**src/rtl/mna_response_depacketizer.sv**
```systemverilog
// Reassembles head+tail response flits into records and buffers them in a FWFT FIFO.
// Optional flit parity checking is enabled by defining MNA_RESP_PARITY_EN.
module mna_response_depacketizer #(
  parameter int DEPTH      = 4,
  parameter int OFF_MARGIN = 1
) (
  input  logic        aclk,
  input  logic        aresetn,
  input  logic [34:0] flit_in,
  input  logic        flit_valid,
  output logic        on_off,
  output logic        allocatable,
  output logic        resp_valid,
  input  logic        resp_ready,
  output logic        resp_write,
  output logic [1:0]  resp_code,
  output logic [3:0]  resp_id,
  output logic [31:0] resp_data,
  output logic        overflow,
  output logic        fsm_state
);

  localparam int AW = (DEPTH > 1) ? $clog2(DEPTH) : 1;
  localparam int CW = AW + 1;
  localparam logic [CW-1:0] DEPTH_C = CW'(DEPTH);
  localparam logic [CW-1:0] OFF_C   = CW'(OFF_MARGIN);

  localparam logic [0:0] WAIT_HEAD = 1'b0;
  localparam logic [0:0] WAIT_TAIL = 1'b1;

  localparam logic [1:0] T_IDLE = 2'b00;
  localparam logic [1:0] T_HEAD = 2'b01;
  localparam logic [1:0] T_BODY = 2'b10;
  localparam logic [1:0] T_TAIL = 2'b11;

  logic [0:0]    state, state_next;
  logic          hdr_write;
  logic [1:0]    hdr_code;
  logic [3:0]    hdr_id;
  logic          hdr_latch;
  logic          push, pop, full, wr_en, drop;
  logic [AW-1:0] wr_ptr, rd_ptr;
  logic [CW-1:0] count;
  logic [38:0]   mem [DEPTH];
  logic [38:0]   rec, head_rec;
  logic [1:0]    flit_type;
  logic          flit_act;
  logic          flit_bad;
  logic          unused_bits;

  assign flit_type = flit_in[33:32];
  assign flit_act  = flit_valid && (flit_type != T_IDLE);

`ifdef MNA_RESP_PARITY_EN
  logic hdr_corrupt;
  // Even parity: XOR over all 35 bits must be zero.
  assign flit_bad    = ^flit_in;
  assign unused_bits = ^flit_in[24:0];
`else
  assign flit_bad    = 1'b0;
  assign unused_bits = ^{flit_in[34], flit_in[24:0], flit_bad};
`endif

  always_comb begin
    state_next = state;
    hdr_latch  = 1'b0;
    push       = 1'b0;
    if (flit_act) begin
      case (state)
        WAIT_HEAD: begin
          if (flit_type == T_HEAD) begin
            hdr_latch  = 1'b1;
            state_next = WAIT_TAIL;
          end
        end
        default: begin
          case (flit_type)
            T_TAIL: begin
              push       = 1'b1;
              state_next = WAIT_HEAD;
            end
            T_HEAD:  hdr_latch  = 1'b1;
            T_BODY:  state_next = WAIT_HEAD;
            default: state_next = state;
          endcase
        end
      endcase
    end
  end

  // Record layout: {write, code[1:0], id[3:0], data[31:0]}.
  always_comb begin
    rec = {hdr_write, hdr_code, hdr_id, (hdr_write ? 32'h0 : flit_in[31:0])};
`ifdef MNA_RESP_PARITY_EN
    if (flit_bad || hdr_corrupt) begin
      rec[37:36] = 2'b10;
      rec[31:0]  = 32'h0;
    end
`endif
  end

  // Handshake: a record transfers on any rising edge where resp_valid and
  // resp_ready are both 1; resp_valid depends only on registered count, and
  // resp_* stay constant while resp_valid=1 and resp_ready=0.
  assign pop   = resp_valid && resp_ready;
  assign full  = (count == DEPTH_C);
  assign wr_en = push && (!full || pop);
  assign drop  = push && full && !pop;

  always_ff @(posedge aclk or negedge aresetn) begin
    if (!aresetn) begin
      state     <= WAIT_HEAD;
      hdr_write <= 1'b0;
      hdr_code  <= 2'b00;
      hdr_id    <= 4'h0;
      wr_ptr    <= '0;
      rd_ptr    <= '0;
      count     <= '0;
      overflow  <= 1'b0;
    end else begin
      state <= state_next;
      if (hdr_latch) begin
        hdr_write <= flit_in[31];
        hdr_code  <= flit_in[30:29];
        hdr_id    <= flit_in[28:25];
      end
      if (wr_en) wr_ptr <= wr_ptr + 1'b1;
      if (pop)   rd_ptr <= rd_ptr + 1'b1;
      case ({wr_en, pop})
        2'b10:   count <= count + 1'b1;
        2'b01:   count <= count - 1'b1;
        default: count <= count;
      endcase
      if (drop) overflow <= 1'b1;
    end
  end

`ifdef MNA_RESP_PARITY_EN
  always_ff @(posedge aclk or negedge aresetn) begin
    if (!aresetn)       hdr_corrupt <= 1'b0;
    else if (hdr_latch) hdr_corrupt <= flit_bad;
  end
`endif

  always_ff @(posedge aclk) begin
    if (wr_en) mem[wr_ptr] <= rec;
  end

  assign head_rec    = mem[rd_ptr];
  assign resp_valid  = (count != '0);
  assign resp_write  = resp_valid ? head_rec[38]    : 1'b0;
  assign resp_code   = resp_valid ? head_rec[37:36] : 2'b00;
  assign resp_id     = resp_valid ? head_rec[35:32] : 4'h0;
  assign resp_data   = resp_valid ? head_rec[31:0]  : 32'h0;
  assign on_off      = (DEPTH_C - count) > OFF_C;
  assign allocatable = (state == WAIT_HEAD) && (count < DEPTH_C);
  assign fsm_state   = state;

endmodule

```
**config.mk**
```make
export PLATFORM = sky130hd
export DESIGN_NAME = mna_response_depacketizer
export DESIGN_NICKNAME = d
export VERILOG_FILES = /design/src/rtl/mna_response_depacketizer.sv
export SDC_FILE = /design/constraint.sdc
export NUM_CORES = 1
export LEC_CHECK = 0
export ABC_AREA = 1
export CAP_MARGIN = 25
export CORE_ASPECT_RATIO = 0.9
export CORE_MARGIN = 4
export CORE_UTILIZATION = 60
export DETAILED_ROUTE_END_ITERATION = 10
export PLACE_DENSITY = 0.87
export SYNTH_ARGS = -nofsm -noshare
export SYNTH_HDL_FRONTEND = slang
export SYNTH_SLANG_ARGS = --single-unit
```
**constraint.sdc**
```tcl
create_clock -name aclk -period 8.3 [get_ports aclk]
set_input_delay 0.83 -clock aclk [delete_from_list [all_inputs] [get_ports aclk]]
set_output_delay 0.83 -clock aclk [all_outputs]
set_load 0.02 [all_outputs]
```
# ---- Word level (Yosys, flattened, before mapping)
# Memories as Yosys holds them, arrays and structs flattened.
# Index checks and enable logic that the tools add are counted.
dict set report totals {
  ff_bits 16
  latch_bits 0
  ram_bits 156
  romBits 0
  input_bits 39
  wordCells 51
  n_memories 1
}
# name words word_bits rd rd_ports_with_merged_regs wr line_no
set mem_list {}
lappend mem_list {mem 4 39 1 0 1 44} ;# logic [38:0] mem [DEPTH];
dict set report op_classes {
  addsub 5
  mul 0
  div_mod_pow 0
  magnitude_cmp 2
  n_eq_ne 6
  shift 0
  muxes 15
  bitwise 1
  n_reduce_logical 13
}
# op n
set ops {}
lappend ops {{$mux 32} 2}
lappend ops {{$mux 1} 10}
lappend ops {{$eq 2x2->1 const B} 3}
lappend ops {{$logic_and 1x1->1} 6}
lappend ops {{$pmux 3 s2} 1}
lappend ops {{$add 2x1->2 const B} 2}
lappend ops {{$eq 2x1->1 const B} 2}
lappend ops {{$mux 4} 1}
lappend ops {{$reduce_bool 2->1} 2}
lappend ops {{$add 3x1->3 const B} 1}
lappend ops {{$eq 3x3->1 const B} 1}
lappend ops {{$gt 3x1->1 const B} 1}
lappend ops {{$lt 3x3->1 const B} 1}
lappend ops {{$reduce_bool 3->1} 1}
lappend ops {{$sub 3x1->3 const B} 1}
lappend ops {{$sub 3x3->3 const A} 1}
lappend ops {{$logic_not 1->1} 2}
lappend ops {{$mux 2} 1}
lappend ops {{$reduce_or 2->1} 1}
lappend ops {{$logic_or 1x1->1} 1}
lappend ops {{$not 1->1} 1}

# ---- Depth between registers and ports, before layout
# Gate-level depths: netlist of run 1.
dict set report depth {
  ltp_word 7
  depth_mapped 13
  depth_no_buf 13
}

# ---- Worst setup path before layout of run 1
# Ideal clock, no wire load.
dict set report synth_timing {
  kind {register to register}
  from {register count[0]}
  to {memory mem[0][0] (enable)}
  setup_ps 435
  arrival_time_ps 2963
  required_time_ps 7865
  path_slack_ps 4902
  path_stages_with_launch 9
  path_buffers 0
  cell_sequence {dfrtp_1 inv_1 ha_1 ha_1 inv_2 nand2_2 inv_2 o21ai_4 nor2_1}
}
dict set report synth_via {
  elab_chain_len 6
}
# element line_no
set synth_rtl {}
lappend synth_rtl {{start: declaration} 43} ;# logic [CW-1:0] count;
lappend synth_rtl {{start signal: assignment} 130} ;# 2'b10: count <= count + 1'b1;
lappend synth_rtl {{start signal: assignment} 131} ;# 2'b01: count <= count - 1'b1;
lappend synth_rtl {{start signal: assignment} 132} ;# default: count <= count;
lappend synth_rtl {{$reduce_bool 3->1} 150} ;# assign resp_valid = (count != '0);
lappend synth_rtl {{named net resp_valid} 13} ;# output logic resp_valid,
lappend synth_rtl {{$logic_and 1x1->1} 105} ;# assign pop = resp_valid && resp_ready;
lappend synth_rtl {{$logic_or 1x1->1} 107} ;# assign wr_en = push && (!full || pop);
lappend synth_rtl {{$logic_and 1x1->1} 107}
lappend synth_rtl {{$mux 1} 146} ;# if (wr_en) mem[wr_ptr] <= rec;
lappend synth_rtl {{$mux 1 (implied by the code)} 146}
lappend synth_rtl {{end: declaration} 44}
# The timed path passes the listed nets, and every way through them passes these cells.

# ---- Final worst setup path of run 1
dict set report layout_timing {
  from {register rd_ptr[1]}
  to {output port resp_data[16]}
}
dict set report layout_via {
  elab_chain_len 2
}
# element line_no
set layout_rtl {}
lappend layout_rtl {{start: declaration} 42} ;# logic [AW-1:0] wr_ptr, rd_ptr;
lappend layout_rtl {{start signal: assignment} 128} ;# if (pop) rd_ptr <= rd_ptr + 1'b1;
lappend layout_rtl {{$mem_v2 4x39} --}
lappend layout_rtl {{$mux 32} 154} ;# assign resp_data = resp_valid ? head_rec[31:0] : 32'h0;
lappend layout_rtl {{end: declaration} 18} ;# output logic [31:0] resp_data,
# Every way passes these cells.

==> flow_summary.ini, run 1 <==
[sta]
period_share = 0.497
setup_viol = 0
period_needed_ns = 4.12
fin_ws_ns = 4.18
fmax_ghz = 0.243
fin_setup_tns_ns = 0
rsz0062_at_grt = no
slew_viol_final = 0
skew_ns = 0.00874
worst_pin_slew_ns = 0.962
finalHoldViolCount = 0
maxSlewHeadroom = 0.359

[synth]
yosysMostFrequentCell = nor2_1
synth-seq-cells = 172
synth_common_cells = 197 x nor2_1, 156 x edfxtp_1, 67 x o21ai_0
synthesis.nets = 671
yosys_warnings = 0
syn_area_mm2 = 0.00714
synth.yosys.seq_area_share = 0.712
synth_edf_count = 156
ys_types = 26
avgSynthCellArea_um2 = 11.5
synth_top_area_cell = edfxtp_1
syn_inst = 623
synthArstFlopShare = 0.0930
synth_top_cells_by_area = edfxtp_1 66%, nor2_1 10%, dfrtp_1 5.6%
netlist.area_leader.share = 0.656
synthFlopType = edfxtp_1

[clock_network]
ctsHoldBuffers = 0
clk_path_buf_depth = 2
cts_num_sinks = 172
clkSlewWorstSetupHoldPaths_ns = 0.06
cts-root-buf = clkbuf_16
cts_resized = 0
postCtsSetupRepairBufs = 0
cts_made_buffers = 17
clk_latency_ns = 0.41
ctsHtreeMaxLevel = 4
cts_tree = done

[critical_path]
cp-start-kind = flip-flop
crit_path_max_incr_delay_ns = 0.99
end_kind = output port
worst-path-buf-inv = 2
slowest_stage = dfrtp_2
path_delay_family = buffers and inverters
worst_ep_arrival_time_ns = 3.29
crit_chain = inv_2 > nor2_1 > o21ai_1 > a21oi_1 > clkdlybuf4s50_1
worstSetupPathType = reg -> out
cp_data_required_time_ns = 7.47
crit_fanout = 41

[power]
power.share.sequential = 0.333
intPower_mw = 2.08
power.share.clock = 0.268
p_total_mw = 3.22
p_switching_mw = 1.13
leakagePower_nw = 3.21
vdd_drop_max_uv = 270
p_sw_frac = 0.352
p_per_area_mw_per_mm2 = 368
combPwrFrac = 0.400

[routing]
detail_route.wl_per_cell_um = 17.8
routed.top_layer = met4
drtIter0Drc = 494
drt_first_pass_iters = 5
met1_length_um = 6110
met3WireLength_um = 1120
dr_total_vias = 4861
met2_length_um = 7920
wl_um = 15400
ant_nets = 0
viasPerCell = 5.63
drcViolationCount = 0

[die]
die_w_um = 123
top_level_ports = 83
rows = 37
start_util = 0.620
die_h_um = 112
core_mm2 = 0.0115
die_area_mm2 = 0.0137

[cells_and_area]
final-seq-area_mm2 = 0.00509
final_area_mm2 = 0.00874
multiInputGateArea_mm2 = 0.00171
fillCellCount = 695
final_cells = 863
area_growth_pct = 22.4
nets = 744
num_antenna_cells = 0
drive_gt1_frac = 0.0721

[grt]
grt_usage = 0.232
gr-total-overflow = 0
grt_max_degree = 81
antenna_found_initial = 0
grt_pass1_wl_um = 24300
grt_pass1_vias = 4908

[placement]
portBuffers = 81
dp_hpwl_um = 8060
dp.cells = 831
gp_congestion = 0.778
dpl_cell_area_mm2 = 0.00804
place_worst_setup_slack_ns = 4.13

[job]
drv_cap = 0

[worst_hold_path]
hp-class = reg -> reg

[run_status]
outcome = completed
## sequential cells by signal (all words and copies together) (netlist names)
register / cells
count: 3
fsm_state: 1
hdr_code: 2
hdr_id: 4
hdr_write: 1
mem: 156
overflow: 1
rd_ptr: 2
wr_ptr: 2
## power by group through the flow
stage               clock network [mW]  registers (mW)  logic (mW)
floorplan                            0            1.04       0.803
global placement                     0            1.08        1.21
detailed placement                   0            1.09        1.25
CTS                              0.866            1.07        1.26
global route                     0.903            1.08        1.40
finish                           0.861            1.07        1.29
## cells in the final DEF, fill, tap and decap left out
cell type,netlist,routed
nor2_1,197,193
edfxtp_1,156,156
clkdlybuf4s50_1,0,81
o21ai_0,67,67
inv_1,47,47
a21oi_1,42,42
o21ai_1,21,21
clkbuf_16,0,17
nand2_1,15,15
dfrtp_1,16,14
ha_1,8,7
bufinv_16,0,6
buf_4,3,6
nor2_4,1,5
xor2_1,4,4
inv_2,3,3
nand3_1,3,3
clkinv_1,0,3
clkinv_4,0,2
clkinvlp_4,0,2
dfrtp_2,0,2
nand2_2,1,1
o21ai_2,1,1
clkinv_2,1,1
o21ai_4,1,1
nor3_1,1,1
nand4_1,1,1
a31o_2,1,1
fa_1,1,1
ha_2,0,1
buf_16,0,1
buf_12,0,1
## layout make-up
cell class | instances | area share
Sequential cell | 172 | 0.582
Multi-Input combinational cell | 365 | 0.196
Timing Repair Buffer | 89 | 0.103
Clock buffer | 17 | 0.0487
Clock inverter | 13 | 0.0256
Tap cell | 156 | 0.0223
Inverter | 51 | 0.0220
## cell families after synthesis
group                      count (synthesis)  share of synthesized area
and+or+nand+nor                          219                      0.118
xor gates and xnor gates                   4                    0.00490
AOI/OAI and AO/OA                        133                     0.0958
adders and majority gates                  9                     0.0168
buffers and inverters                     86                     0.0529
DFF                                      172                      0.712
## per-layer routing
metal	global-route usage	up-vias
li1	-	2254
met1	0.296	2374
met2	0.392	211
met3	0.0513	22
met4	0.0819	0
met5	0	-
## final timing paths
path,start,endpoint,slack (ns),cells after the start
min in group asynchronous,aresetn,hdr_id[2],0.88,1
setup / recovery,rd_ptr[1],resp_data[16],4.18,5
setup reg to reg,count[0],mem[2][13],5.74,9
max in group asynchronous,aresetn,rd_ptr[1],6.87,1
hold / removal,overflow,overflow,0.48,1
hold reg to reg,overflow,overflow,0.48,1
## worst reg2reg max path, stage by stage, from the launching register on
cell and delay, ns:
dfrtp_1 0.42, inv_1 0.14, ha_1 0.21, ha_2 0.41, inv_2 0.07, nand2_2 0.15
inv_2 0.09, o21ai_4 0.35, nor2_4 0.04, buf_4 0.33
## metrics by stage
step	hold WS, ns	util
2_1_floorplan	0.474	-
3_3_place_gp	0.460	0.698
3_5_place_dp	0.462	0.698
4_1_cts	0.479	0.754
5_1_grt	0.500	0.758
6_report	0.476	0.758
Note: power is estimated with default switching activity, not from simulation.
==> run 2, diff against run 1 <==
--- a/config.mk
+++ b/config.mk
@@ -9,9 +9,9 @@
 export CAP_MARGIN = 25
 export CORE_ASPECT_RATIO = 0.9
 export CORE_MARGIN = 4
-export CORE_UTILIZATION = 60
+export CORE_UTILIZATION = 56
 export DETAILED_ROUTE_END_ITERATION = 10
-export PLACE_DENSITY = 0.87
+export PLACE_DENSITY = 0.82
 export SYNTH_ARGS = -nofsm -noshare
 export SYNTH_HDL_FRONTEND = slang
 export SYNTH_SLANG_ARGS = --single-unit
==> constraint.sdc (replaced) <==
create_clock -name aclk -period 4.15 [get_ports aclk]
set_input_delay 0.415 -clock aclk [delete_from_list [all_inputs] [get_ports aclk]]
set_output_delay 0.415 -clock aclk [all_outputs]
set_load 0.02 [all_outputs]
==> flow_summary.ini, run 2 (synthesis results as in run 1) <==
[critical_path]
crit_path_max_incr_delay_ns = 0.67
cp-start-kind = flip-flop
worstSetupPathType = reg -> out
crit_path_end = resp_code[0]
critPathMostFrequentCell = nor2_1
cp_data_required_time_ns = 3.73
path_delay_family = buffers and inverters
crit_chain = buf_4 > nor2_1 > nor2_1 > o21ai_0 > a21oi_1 > clkdlybuf4s50_1
r2r_setup_slack_ns = 1.44
worstReg2RegStart = count[0]
path_depth = 6
worst-path-buf-inv = 2
worst_ep_arrival_time_ns = 2.82
crit_path_start = rd_ptr[0]
slowest_stage = clkdlybuf4s50_1
end_kind = output port
rr_endpoint = mem[0][26]
r2r_cells = 9
crit_fanout = 78

[worst_hold_path]
hp-class = in -> async

[routing]
wl_um = 15200
drt_first_pass_iters = 5
detail_route.wl_per_cell_um = 17.4
dr_total_vias = 4792
drtIter0Drc = 489
drcViolationCount = 0
viasPerCell = 5.50
ant_nets = 0

[sta]
maxSlewHeadroom = 0.429
skew_ns = 0.00798
fin_setup_tns_ns = 0
setup_viol = 0
slew_viol_final = 0
finalHoldViolCount = 0
period_needed_ns = 3.23
fin_ws_ns = 0.919
rsz0062_at_grt = no
fmax_ghz = 0.309
worst_pin_slew_ns = 0.856
period_share = 0.779

[placement]
dp_hpwl_um = 8580
gp_congestion = 0.815
place_worst_setup_slack_ns = 1.27
portBuffers = 81

[power]
p_per_area_mw_per_mm2 = 712
vdd_drop_max_uv = 429
leakagePower_nw = 3.16

[grt]
grt_usage = 0.218
grt_pass1_vias = 4870
gr-total-overflow = 0
grt_max_degree = 79
grt_pass1_wl_um = 24200
antenna_found_initial = 0

[cells_and_area]
nets = 747
largest_reg_flops = 156
drive_gt1_frac = 0.0688
regMostFlops = mem
area_growth_pct = 21.2
final_cell_mix = 193 x nor2_1, 156 x edfxtp_1, 81 x clkdlybuf4s50_1, 67 x o21ai_0, 47 x inv_1
layout_commonest_cell = nor2_1
reg_top3 = mem (156), hdr_id (4), count (3)
num_antenna_cells = 0

[clock_network]
ctsHoldBuffers = 0
clk_latency_ns = 0.42
ctsHtreeMaxLevel = 4
cts_tree = done
cts_made_buffers = 17
postCtsSetupRepairBufs = 0
cts_num_sinks = 172
clkSlewWorstSetupHoldPaths_ns = 0.06
cts-root-buf = clkbuf_16
cts_resized = 0
clk_path_buf_depth = 2

[die]
top_level_ports = 83
start_util = 0.582
die_h_um = 115
core_mm2 = 0.0123
die_w_um = 127
die_area_mm2 = 0.0146
rows = 38

[run_status]
outcome = completed

[job]
drv_cap = 0
run 2: per-layer routing:
metal	part of all wire	vias to the layer above	GRT usage
met5	0	-	0
met4	0.017	0	0.0843
met3	0.070	28	0.0492
met2	0.50	194	0.374
met1	0.41	2314	0.275
li1	-	2256	-
run 2: layout make-up:
class,count,area [um^2]
well taps,160,200
fillers,847,3610
multi-input cells,365,1710
inverters,51,193
repair buffers,92,918
clock inverters,10,98.8
clock buffers,22,444
flip-flops and latches,172,5090
run 2: how the worst min path moves through the flow:
stage,start,end,slack (ns),cells after the start
2_1_floorplan,aresetn,count[0],0.12,0
3_3_place_gp,overflow,overflow,0.47,1
3_5_place_dp,overflow,overflow,0.47,1
4_1_cts,aresetn,hdr_id[2],0.48,1
5_1_grt,aresetn,hdr_id[2],0.51,1
6_report,aresetn,hdr_id[2],0.46,1
run 2: stage by stage:
stage                     area (um^2)  hold WS, ns  std cells  power, mW   util
after detailed placement         8070        0.466        838       4.70  0.658
final                            8650        0.456        872       6.16  0.705
after global placement           8070        0.466        838       4.62  0.658
after CTS                        8610        0.476        870       6.17  0.702
after global routing             8650        0.507        872       6.50  0.705
after floorplan                  7140        0.119        623       3.69      -
run 2: power by group:
group          switching [mW]  internal, mW  total [mW]
clock network           0.603         0.874        1.48
registers              0.0814          2.01        2.09
logic                    1.58          1.01        2.59
